==> config.mk <==
export PLATFORM = sky130hd
export DESIGN_NAME = vram_fetch_pipe
export DESIGN_NICKNAME = d
export VERILOG_FILES = /design/src/rtl/vram_fetch_pipe.sv
export SDC_FILE = /design/constraint.sdc
export NUM_CORES = 1
export LEC_CHECK = 0
export CAP_MARGIN = 20
export CORE_MARGIN = 2
export CORE_UTILIZATION = 44
export CTS_BUF_LIST = sky130_fd_sc_hd__clkbuf_8 sky130_fd_sc_hd__clkbuf_16
export DETAILED_ROUTE_END_ITERATION = 16
export PLACE_DENSITY = 0.92
export SKIP_LAST_GASP = 1
export SLEW_MARGIN = 20
export SYNTH_ARGS = -nofsm -noshare
export SYNTH_HDL_FRONTEND = slang
export SYNTH_SLANG_ARGS = --single-unit
==> constraint.sdc <==
create_clock -name Clk -period 4.7 [get_ports Clk]
set_input_delay 0.47 -clock Clk [delete_from_list [all_inputs] [get_ports Clk]]
set_output_delay 0.47 -clock Clk [all_outputs]
set_load 0.01 [all_outputs]
==> src/rtl/vram_fetch_pipe.sv <==
// VRAM fetch pipeline: pixel coordinate to text-mode VRAM word address,
// with sync/coordinate delay line aligned to BRAM read data.
module vram_fetch_pipe #(
  parameter int READ_LAT   = 1,
  parameter int COLS_WORDS = 20,
  parameter int H_VIS      = 640,
  parameter int V_VIS      = 480
) (
  input  logic        Clk,
  input  logic        Reset,
  input  logic [9:0]  DrawX_in,
  input  logic [9:0]  DrawY_in,
  input  logic        hs_in,
  input  logic        vs_in,
  input  logic        vde_in,
  input  logic [31:0] ctrl_in,
  output logic [10:0] bram_addr,
  output logic        bram_en,
  input  logic [31:0] bram_rdata,
  output logic [9:0]  DrawX_out,
  output logic [9:0]  DrawY_out,
  output logic        hs_out,
  output logic        vs_out,
  output logic        vde_out,
  output logic [31:0] word_out,
  output logic [31:0] ctrl_out,
  output logic [7:0]  frame_cnt
);

  localparam int PIPE = 1 + READ_LAT;

  logic          w_vis;
  logic [5:0]    w_row;
  logic [4:0]    w_col;
  logic [10:0]   w_addr;
  logic          w_vs_fall;

  logic [10:0]         r_addr;
  logic [READ_LAT-1:0] r_en_sr;
  logic [31:0]         r_word;
  logic [9:0]          r_x   [PIPE];
  logic [9:0]          r_y   [PIPE];
  logic                r_hs  [PIPE];
  logic                r_vs  [PIPE];
  logic                r_vde [PIPE];
  logic                r_vs_prev;
  logic [31:0]         r_ctrl;
  logic [7:0]          r_frame;

  assign w_vis = (DrawX_in < 10'(H_VIS))
              && (DrawY_in < 10'(V_VIS));
  assign w_row = DrawY_in[9:4];
  assign w_col = DrawX_in[9:5];
  // 11-bit product keeps row 29 (29*20+19 = 599) intact
  assign w_addr = 11'(w_row) * 11'(COLS_WORDS)
                + 11'(w_col);

  always_ff @(posedge Clk) begin
    if (Reset) begin
      r_addr  <= '0;
      r_en_sr <= '0;
    end else begin
      r_addr  <= w_vis ? w_addr : '0;
      r_en_sr <= (r_en_sr << 1)
               | READ_LAT'(w_vis);
    end
  end

  assign bram_addr = r_addr;
  assign bram_en   = r_en_sr[0];

  // enable tap lines up with the cycle bram_rdata is valid
  always_ff @(posedge Clk) begin
    if (Reset) begin
      r_word <= '0;
    end else begin
      r_word <= r_en_sr[READ_LAT-1]
              ? bram_rdata : '0;
    end
  end

  always_ff @(posedge Clk) begin
    if (Reset) begin
      for (int i = 0; i < PIPE; i++) begin
        r_x[i]   <= '0;
        r_y[i]   <= '0;
        r_hs[i]  <= 1'b1;
        r_vs[i]  <= 1'b1;
        r_vde[i] <= 1'b0;
      end
    end else begin
      r_x[0]   <= DrawX_in;
      r_y[0]   <= DrawY_in;
      r_hs[0]  <= hs_in;
      r_vs[0]  <= vs_in;
      r_vde[0] <= vde_in;
      for (int i = 1; i < PIPE; i++) begin
        r_x[i]   <= r_x[i-1];
        r_y[i]   <= r_y[i-1];
        r_hs[i]  <= r_hs[i-1];
        r_vs[i]  <= r_vs[i-1];
        r_vde[i] <= r_vde[i-1];
      end
    end
  end

  assign DrawX_out = r_x[PIPE-1];
  assign DrawY_out = r_y[PIPE-1];
  assign hs_out    = r_hs[PIPE-1];
  assign vs_out    = r_vs[PIPE-1];
  assign vde_out   = r_vde[PIPE-1];
  assign word_out  = r_word;

  // prev resets high so leaving reset never looks like a vsync edge
  assign w_vs_fall = r_vs_prev & ~r_vs[PIPE-1];

  always_ff @(posedge Clk) begin
    if (Reset) begin
      r_vs_prev <= 1'b1;
      r_ctrl    <= '0;
      r_frame   <= '0;
    end else begin
      r_vs_prev <= r_vs[PIPE-1];
      if (w_vs_fall) begin
        r_ctrl  <= ctrl_in;
        r_frame <= r_frame + 8'd1;
      end
    end
  end

  assign ctrl_out  = r_ctrl;
  assign frame_cnt = r_frame;

endmodule

==> metrics.txt, run 1 <==
Crit path required time 5.14 ns; critical path class in -> reg; I/O pins 196; Skew-Pair Late Insertion Delay 0.50 ns; DRT Wirelength 10.4 mm; critical path endpoint category flop; global placement routability congestion 0.885; max incr delay on CP 0.62 ns; synth-to-layout area growth 56.8%; DP HPWL 7.62 mm; final core occ 0.707; crit-path max FO 5; Leakage 2.64 nW; Setup crit start kind input port; Syn Std Cell Area 4370 sq um; clk root buf clkbuf_8; worst reg2reg endpoint ctrl_out[31]$_SDFFE_PP0P_; Synth top area share 0.600; initial drt markers 107; r2r startpoint r_vs[0][1]$_SDFF_PP1_; Max VDD drop 0.291 mV; post-CTS setup buffer count 0; Reg area 2620 sq um; crit path from DrawY_in[5]; core footprint 9680 sq um; Setup Skew 0.00418 ns; via count 3429; layout cell share with drive strength beyond 1 0.0679; H-tree depth reported by CTS 4; Net Sw Frac 0.216; first-pass GRT wire length 16.6 mm; leading area contributor after synthesis dfxtp_1; Die Span X 104 um; FF-to-FF path depth 3; Syn Nets 534; outcome finished clean; Clock transition at path regs 0.06 ns; Levels on crit path 9; Initial Utilization 0.451; die height 104 um; total CTS buffers 17; Total GRT Usage 0.195; Relative slew margins 0.311; Post-DRT Antenna Nets 0; internal power 2.12 mW; ranking of synthesized cells by area dfxtp_1, nor2b_1, nand2_1; Critical Path End bram_addr[9]$_SDFF_PP0_; MaxCap Viol Count 0; Final setup viols 0; Non-Filler Instances 752; FP Rows 36; # DRC 0; Worst R2R Setup Slack 3.09 ns; hold_sp Reset; cts hold-fix bufs 0; worst slew pin tran 1.03 ns; Comb power frac 0.095; synthesis-stage register bit count 131; Worst path slowest cell clkdlybuf4s50_1; Min-Delay Path Class in -> reg; Via-to-Cell Ratio 4.56; Peak Freq 402 MHz; post-layout net count 710; max-slew violations 0; port bufs 195; clock tree buffer depth 2; Synth Area per Inst 10.1 sq um; Yosys cell types 30; sequential area share after synthesis 0.600; Worst EP arrival 2.93 ns; Cells after DPL 721; RSZ-0062 raised after global routing no; Net Sw Power 0.584 mW; Clock Power Share 0.475; Top delay family on crit path adder cells; CP bufs+invs 1; Ys Warns 0; final worst path period share 0.530; Sequential Power Share 0.430; Wirelength per Cell 13.9 um; Resize count post-CTS 0; critical-path cell list clkdlybuf4s50_1, ha_1, ha_1, fa_1, a21o_1, a21oi_1, xor2_1, nand4_1, nand2_1; Final Hold Viols 0; Multi-input gate area 1500 sq um; Fillers 693; grt ovf 0; largest net degree at the start of global routing 76; Pre-Repair DR Iteration Count 4; CTS tree built; setup TNS 0 ns; Cell Pwr Density 395 nW/um^2; Final min period 2.49 ns; # diodes 0; vias in the first global route 3573; initial antenna violation count 0; die area 10700 sq um; clock net sink count 131; most numerous cell on the critical path ha_1; Post-Synthesis Cells 431
-- worst min-delay path by stage --
stage | cells after the start | endpoint | slack (ns)
after floorplan | 1 | r_hs[0][1]$_SDFF_PP1_ | 0.39
final | 2 | r_vde[0][0]$_SDFF_PP0_ | 0.34
after CTS | 2 | r_vde[0][0]$_SDFF_PP0_ | 0.32
after global routing | 2 | r_x[0][8]$_SDFF_PP0_ | 0.33
after detailed placement | 1 | r_vs[0][1]$_SDFF_PP1_ | 0.39
after global placement | 1 | r_vs[0][1]$_SDFF_PP1_ | 0.40
-- cells in the mapped netlist --
cell type,instances
dfxtp_1,131
nand2_1,73
nor2b_1,44
a21oi_1,40
and2_1,38
buf_4,20
clkbuf_1,14
ha_1,12
nor2_1,11
xor2_1,7
nand4_1,5
or2_2,5
buf_2,4
o21ai_0,4
xnor2_1,4
a21o_1,2
buf_1,2
fa_1,2
or3_1,2
a211o_1,1
a211oi_1,1
and3_1,1
buf_6,1
inv_1,1
nand2b_1,1
nand3_1,1
nand4_4,1
nor2b_2,1
nor3_1,1
or2b_1,1
-- registers in the layout, summed over array words and instances (netlist names) --
name       flops
bram_addr     11
word_out      32
bram_en        1
frame_cnt      8
ctrl_out      32
r_vde          2
r_x           20
r_y           20
r_vs           2
r_vs_prev      1
r_hs           2
-- logic make-up (layout without fill, tap and decap cells) --
kind of cell	Yosys count	after routing	synth area share
xor+xnor	11	11	0.0220
simple gates	185	185	0.221
compound gates	48	48	0.0576
buf+inv	42	230	0.0561
fa+ha+maj	14	14	0.0435
flops	131	131	0.600
-- worst reg2reg max path, stage by stage, from the launching register on --
cell and delay [ns]:
dfxtp_1 0.38, or2b_1 0.81, nand2_1 0.14, a21oi_1 0.19
-- final cells by class --
| cell class | instances | share of cell area |
|---|---|---|
| Timing Repair Buffer | 198 | 0.287 |
| Clock inverter | 13 | 0.0234 |
| Multi-Input combinational cell | 258 | 0.219 |
| Sequential cell | 131 | 0.383 |
| Tap cell | 133 | 0.0243 |
| Inverter | 1 | 0.000548 |
| Clock buffer | 18 | 0.0625 |
-- layer usage --
metal  up-vias  global-route usage  share of wire
li1       1704                   -              -
met1      1555               0.182           0.35
met2       148               0.368           0.54
met3        22              0.0850          0.081
met4         0              0.0830          0.024
met5         -                   0              0
-- metrics by stage --
stage / hold slack, ns / power [mW] / instance area [sq um] / worst slack, ns
2_1_floorplan: 0.389 / 1.30 / 4370 / 2.49
3_3_place_gp: 0.401 / 1.43 / 6260 / 1.83
3_5_place_dp: 0.395 / 1.44 / 6260 / 1.71
4_1_cts: 0.324 / 2.73 / 6850 / 2.25
5_1_grt: 0.330 / 2.80 / 6850 / 2.11
6_report: 0.343 / 2.70 / 6850 / 2.21
-- layout by cell type, fill, tap and decap left out, drive strengths merged --
| master | n |
|---|---|
| clkdlybuf4s50 | 194 |
| dfxtp | 131 |
| nand2 | 73 |
| nor2b | 45 |
| a21oi | 40 |
| and2 | 38 |
| clkbuf | 18 |
| ha | 12 |
| nor2 | 11 |
| xor2 | 7 |
| nand4 | 6 |
| or2 | 5 |
| clkinvlp | 5 |
| o21ai | 4 |
| xnor2 | 4 |
| clkinv | 4 |
| buf | 4 |
| bufinv | 3 |
| or3 | 2 |
| a21o | 2 |
| fa | 2 |
| inv | 2 |
| or2b | 1 |
| and3 | 1 |
| nand3 | 1 |
| a211o | 1 |
| nor3 | 1 |
| nand2b | 1 |
| a211oi | 1 |
-- power groups by stage --
stage	clock network [mW]	registers [mW]	logic, mW
3_5_place_dp	0	1.19	0.256
6_report	1.28	1.16	0.256
3_3_place_gp	0	1.19	0.247
2_1_floorplan	0	1.20	0.103
4_1_cts	1.30	1.16	0.258
5_1_grt	1.36	1.17	0.278
No activity file was read; power rests on OpenSTA's default activity.
==> inputs of run 2 (changes only) <==
--- a/config.mk
+++ b/config.mk
@@ -7,10 +7,10 @@
 export LEC_CHECK = 0
 export CAP_MARGIN = 20
 export CORE_MARGIN = 2
-export CORE_UTILIZATION = 44
+export CORE_UTILIZATION = 37
 export CTS_BUF_LIST = sky130_fd_sc_hd__clkbuf_8 sky130_fd_sc_hd__clkbuf_16
 export DETAILED_ROUTE_END_ITERATION = 16
-export PLACE_DENSITY = 0.92
+export PLACE_DENSITY = 0.83
 export SKIP_LAST_GASP = 1
 export SLEW_MARGIN = 20
 export SYNTH_ARGS = -nofsm -noshare
==> constraint.sdc (replaced) <==
create_clock -name Clk -period 2.02 [get_ports Clk]
set_input_delay 0.202 -clock Clk [delete_from_list [all_inputs] [get_ports Clk]]
set_output_delay 0.202 -clock Clk [all_outputs]
set_load 0.01 [all_outputs]
==> run 2 against run 1 <==
  * First-iteration DRC count is 72% higher
  * Clock power is 140% higher
  * Setup slack got worse by 2.1 ns
  * Wire length down 1.2%
  * Design area increased by 2.8%
  * Hold slack lost 0.19 ns
  * Combinational power grew to 2.5 times the previous value
  * Sequential power grew 130%
  * Clock skew grew 0.00055 ns
  * Flip-flop and latch count is the same
  * Largest cell class unchanged
==> metrics.txt, run 2 (synthesis gave the netlist of run 1 again) <==
synth-to-layout area growth 61.2%; Via-to-Cell Ratio 4.41 (-3.2%); global placement routability congestion 0.847 (-4.3%); grt ovf 0 (unchanged); RSZ-0062 raised after global routing no; layout cell share with drive strength beyond 1 0.103 (+0.0348); final core occ 0.614 (-0.0933); max-slew violations 0 (unchanged); initial drt markers 184 (+72%); Setup crit start kind input port; Worst path slowest cell clkdlybuf4s50_1; Worst EP arrival 2.27 ns (-0.66 ns); largest net degree at the start of global routing 43 (-43%); Total GRT Usage 0.163 (-0.0325); FF-to-FF path depth 5 (+2); Min-Delay Path Class in -> reg; Leakage 2.75 nW (+4.1%); Post-DRT Antenna Nets 0 (unchanged); MaxCap Viol Count 0 (unchanged); dpl cell area 6370 sq um (+1.8%); hold path depth 2 (unchanged); setup TNS 0 ns (unchanged); max incr delay on CP 0.44 ns (-0.18 ns); total CTS buffers 17 (unchanged); Final setup viols 0 (unchanged); critical path class in -> reg; Final Hold Viols 0 (unchanged); Hold Worst Slack 0.149 ns (-0.194 ns); Max VDD drop 0.632 mV (+120%); outcome finished clean; post-CTS setup buffer count 0 (unchanged); Setup Skew 0.00473 ns (+0.000549 ns); clock net sink count 131 (unchanged); FP Rows 39 (+8.3%); critical path endpoint category flop; Wirelength per Cell 13.3 um (-4.4%); die area 12700 sq um (+18%); H-tree depth reported by CTS 4 (unchanged); Fillers 934 (+35%); post-layout net count 723 (+1.8%); critical-path cell list clkdlybuf4s50_1, ha_2, ha_4, fa_2, xor2_2, and2_4, and2_1, a211o_1, nand2_1; Crit path required time 2.36 ns (-2.78 ns); most common cell after layout, fill and taps aside clkdlybuf4s50_1; commonest cells after routing, fill and taps aside clkdlybuf4s50_1, dfxtp_1, nand2_1; Clock transition at path regs 0.06 ns (about the same); post-route cell area 7040 sq um (+2.8%); # DRC 0 (unchanged); I/O pins 196 (unchanged); die height 113 um (+8.7%); Skew-Pair Late Insertion Delay 0.40 ns (-0.10 ns); initial antenna violation count 0 (unchanged); worst slew pin tran 0.393 ns (-0.641 ns); crit-path max FO 3 (-2); final worst path period share 0.954; Final min period 1.93 ns; clock tree buffer depth 2 (unchanged); Pre-Repair DR Iteration Count 4 (unchanged); Initial Utilization 0.381 (-0.0701); cts hold-fix bufs 0 (unchanged); first-pass GRT wire length 16.5 mm (-0.83%); clk root buf clkbuf_16; Peak Freq 519 MHz; Cell Pwr Density 907 nW/um^2 (+130%); CTS tree built; Worst R2R Setup Slack 0.67 ns (-2.42 ns); Relative slew margins 0.736 (+0.426); via count 3428 (-0.029%); core footprint 11500 sq um (+18%); DRT Wirelength 10.3 mm (-1.2%); DP HPWL 7.58 mm (-0.45%); Die Span X 113 um (+8.7%); vias in the first global route 3551 (-0.62%); port bufs 195 (unchanged)
## run 2: final cells by class
class	instances	area (sq um)	area share
Sequential cell	131	2620	0.372
Timing Repair Buffer	211	2070	0.295
Multi-Input combinational cell	258	1560	0.221
Clock buffer	19	453	0.0643
Tap cell	143	179	0.0254
Clock inverter	13	150	0.0213
Inverter	1	3.75	0.000533
Antenna cell	1	2.50	0.000355
## run 2: stage by stage
stage                     worst slack (ns)  power, mW  cells
after floorplan                     0.0820       3.02    431
after global placement              -0.425       3.37    744
after detailed placement            -0.496       3.39    744
after CTS                           0.0228       6.45    776
after global routing                0.0261       6.67    776
final                               0.0937       6.39    777
## run 2: path summary, 6_finish.rpt
check                        startpoint                        end
hold reg to reg   r_hs[0][0]$_SDFF_PP1_      r_hs[0][1]$_SDFF_PP1_
hold / removal              DrawY_in[6]       r_y[0][6]$_SDFF_PP0_
setup reg to reg   r_vs_prev$_SDFF_PP1_  frame_cnt[2]$_SDFFE_PP0P_
setup / recovery            DrawY_in[4]    bram_addr[9]$_SDFF_PP0_
## run 2: power by group
group | total (mW) | internal [mW] | switching, mW
clock network | 3.03 | 1.90 | 1.13
registers | 2.71 | 2.68 | 0.0299
logic | 0.649 | 0.395 | 0.254
## run 2: worst max-delay path, delay by kind of cell
| kind | cells | cell delay (ns) |
|---|---|---|
| AOI/OAI and AO/OA | 1 | 0.30 |
| xor gates and xnor gates | 1 | 0.16 |
| adders and majority gates | 3 | 0.79 |
| buffers and inverters | 1 | 0.44 |
| and+or+nand+nor | 3 | 0.38 |
## run 2: timing repair
action	4_1_cts	5_1_grt
pin swaps	1	5
setup endpoints to repair	2	2
resized for setup	4	9
## run 2: layer usage
metal,GRT usage,wire (um),vias to the layer above
li1,-,-,1736
met1,0.169,3910,1557
met2,0.291,5380,122
met3,0.0718,888,13
met4,0.0577,128,0
met5,0,0,-
==> inputs of run 3 (changes only) <==
--- a/config.mk
+++ b/config.mk
@@ -7,7 +7,7 @@
 export LEC_CHECK = 0
 export CAP_MARGIN = 20
 export CORE_MARGIN = 2
-export CORE_UTILIZATION = 37
+export CORE_UTILIZATION = 41
 export CTS_BUF_LIST = sky130_fd_sc_hd__clkbuf_8 sky130_fd_sc_hd__clkbuf_16
 export DETAILED_ROUTE_END_ITERATION = 16
 export PLACE_DENSITY = 0.83
==> constraint.sdc (replaced) <==
create_clock -name Clk -period 1.95 [get_ports Clk]
set_input_delay 0.195 -clock Clk [delete_from_list [all_inputs] [get_ports Clk]]
set_output_delay 0.195 -clock Clk [all_outputs]
set_load 0.01 [all_outputs]
==> run 3 against run 2 <==
  * The flow now finishes with violations (setup timing)
  * Design area shrank 0.39%
  * Highest routed layer unchanged
  * Largest cell class unchanged
  * Total power grew 4.2%
  * Combinational power grew 1%
  * Clock-buffer cell count grew 4
  * Clock skew grew 0.0010 ns
  * Sequential share of layout area grew 0.15 points
  * Wire length shrank 1.1%
  * Critical path type unchanged
  * Utilization grew 6.5 points
  * Die area shrank 9.4%
  * Critical path depth is the same
  * Via count grew 0.93%
  * Clock power grew 5%
==> metrics.txt, run 3 (synthesis gave the netlist of run 1 again) <==
critical-path cell list clkdlybuf4s50_1, ha_1, ha_1, fa_2, xor2_1, and2_1, and2_1, a211o_1, nand2_1; die height 107 um (-4.8%); first-pass GRT wire length 16.1 mm (-2.4%); # DRC 0 (unchanged); Setup Skew 0.00576 ns (+0.00103 ns); die area 11500 sq um (-9.4%); synth-to-layout area growth 60.6%; Net Sw Power 1.34 mW (-5.4%); initial drt markers 153 (-17%); largest net degree at the start of global routing 56 (+30%); post-route setup slack -0.00173 ns (-0.0954 ns); outcome complete, but fails checks; clk root buf clkbuf_8; Peak Freq 512 MHz; Total GRT Usage 0.180 (+0.0175); crit-path max FO 3 (unchanged); RSZ-0062 raised after global routing no; MaxCap Viol Count 0 (unchanged); Setup crit start kind input port; critical path class in -> reg; internal power 5.32 mW (+6.9%); post-CTS setup buffer count 0 (unchanged); via count 3460 (+0.93%); Min-Delay Path Class in -> reg; Cell Pwr Density 948 nW/um^2 (+4.6%); max-slew violations 0 (unchanged); Die Span X 107 um (-4.8%); post-layout net count 725 (+0.28%); layout cell share with drive strength beyond 1 0.0945 (-0.00820); commonest cells after routing, fill and taps aside clkdlybuf4s50_1, dfxtp_1, nand2_1; Final setup viols 1 (+1); Pre-Repair DR Iteration Count 6 (+2); FP Rows 37 (-5.1%); DRT Wirelength 10.2 mm (-1.1%); max incr delay on CP 0.43 ns (about the same); Clock transition at path regs 0.06 ns (about the same); grt ovf 0 (unchanged); post-route cell area 7020 sq um (-0.39%); global placement routability congestion 0.886 (+4.6%); Tot Pwr 6.65 mW (+4.2%); Leakage 2.75 nW (about the same); Skew-Pair Late Insertion Delay 0.50 ns (+0.10 ns); worst slew pin tran 0.527 ns (+0.134 ns); Final min period 1.95 ns; total CTS buffers 17 (unchanged); Clock Power Share 0.480 (+0.005); H-tree depth reported by CTS 4 (unchanged); Post-DRT Antenna Nets 0 (unchanged); initial antenna violation count 0 (unchanged); Net Sw Frac 0.201 (-0.0203); Crit path required time 2.40 ns (+0.04 ns); Worst EP arrival 2.40 ns (+0.13 ns); Relative slew margins 0.649 (-0.0876); Wirelength per Cell 13.2 um (-0.31%); final worst path period share 1.00; vias in the first global route 3526 (-0.70%); most common cell after layout, fill and taps aside clkdlybuf4s50_1; clock tree buffer depth 2 (unchanged); failing checks setup timing; Sequential Power Share 0.422 (-0.002); dpl ws -0.564 ns (-0.0674 ns); CTS tree built; cts hold-fix bufs 0 (unchanged); DP HPWL 7.80 mm (+2.9%); critical path endpoint category flop; Initial Utilization 0.423 (+0.0422); dpl cell area 6380 sq um (about the same); Max VDD drop 0.591 mV (-6.4%); I/O pins 196 (unchanged); Final Hold Viols 0 (unchanged); core footprint 10300 sq um (-10%); Comb power frac 0.099 (-0.003); Worst path slowest cell clkdlybuf4s50_1; Via-to-Cell Ratio 4.49 (+1.7%); # diodes 0 (-1); port bufs 195 (unchanged); clock net sink count 131 (unchanged)
[run 3: cell count changes in the layout (fill, tap and decap cells not counted), moves of 3 or more]
cell / change
dlymetal6s2s_1: -3
ha_1: +3
clkdlybuf4s50_1: +3
clkbuf_8: +5
inv_6: -4
clkinv_4: -3
[run 3: metrics by stage]
step / std cells / setup TNS (ns) / util / hold slack, ns
2_1_floorplan: 431 / 0 / - / 0.299
3_3_place_gp: 739 / -1.67 / 0.618 / 0.396
3_5_place_dp: 739 / -2.12 / 0.618 / 0.393
4_1_cts: 771 / 0 / 0.678 / 0.0323
5_1_grt: 771 / 0 / 0.680 / 0.0621
6_report: 771 / -0.00173 / 0.680 / 0.0464
[run 3: area by class of cell]
cell class                      instances  area, sq um
Fill cell                             789         3310
Sequential cell                       131         2620
Timing Repair Buffer                  213         2080
Multi-Input combinational cell        258         1520
Clock buffer                           23          497
Tap cell                              136          170
Clock inverter                          9          125
Inverter                                1         3.75
[run 3: timing repair]
| action | 4_1_cts | 5_1_grt |
|---|---|---|
| pin swaps | 1 | 1 |
| gates resized for setup | 1 | 2 |
| endpoints found under the setup margin | 1 | 1 |
[run 3: final timing paths]
check | start | to | slack [ns] | cells after the start
setup reg to reg | r_vs[0][1]$_SDFF_PP1_ | frame_cnt[6]$_SDFFE_PP0P_ | 0.46 | 6
hold reg to reg | r_hs[0][0]$_SDFF_PP1_ | r_hs[0][1]$_SDFF_PP1_ | 0.41 | 1
setup / recovery | DrawY_in[5] | bram_addr[9]$_SDFF_PP0_ | -0.002 | 9
hold / removal | Reset | r_x[0][8]$_SDFF_PP0_ | 0.05 | 2
[run 3: layer usage]
layer / vias up / track usage / part of all wire
met5: - / 0 / 0
met4: 0 / 0.0835 / 0.027
met3: 27 / 0.0802 / 0.084
met2: 144 / 0.324 / 0.52
met1: 1558 / 0.176 / 0.37
li1: 1731 / - / -
[run 3: worst max-delay path: cells and delay by family]
family,cells,cell delay (ns)
AND/OR/NAND/NOR,3,0.39
AO/OA/AOI/OAI,1,0.31
adder cells (fa/ha/maj),3,0.91
buffers and inverters,1,0.43
XOR/XNOR,1,0.16
[run 3: power groups by stage]
| stage | combinational, mW | clock, mW | sequential, mW |
|---|---|---|---|
| 2_1_floorplan | 0.248 | 0 | 2.88 |
| 3_3_place_gp | 0.630 | 0 | 2.86 |
| 3_5_place_dp | 0.653 | 0 | 2.86 |
| 4_1_cts | 0.658 | 3.27 | 2.80 |
| 5_1_grt | 0.715 | 3.40 | 2.81 |
| 6_report | 0.658 | 3.19 | 2.80 |
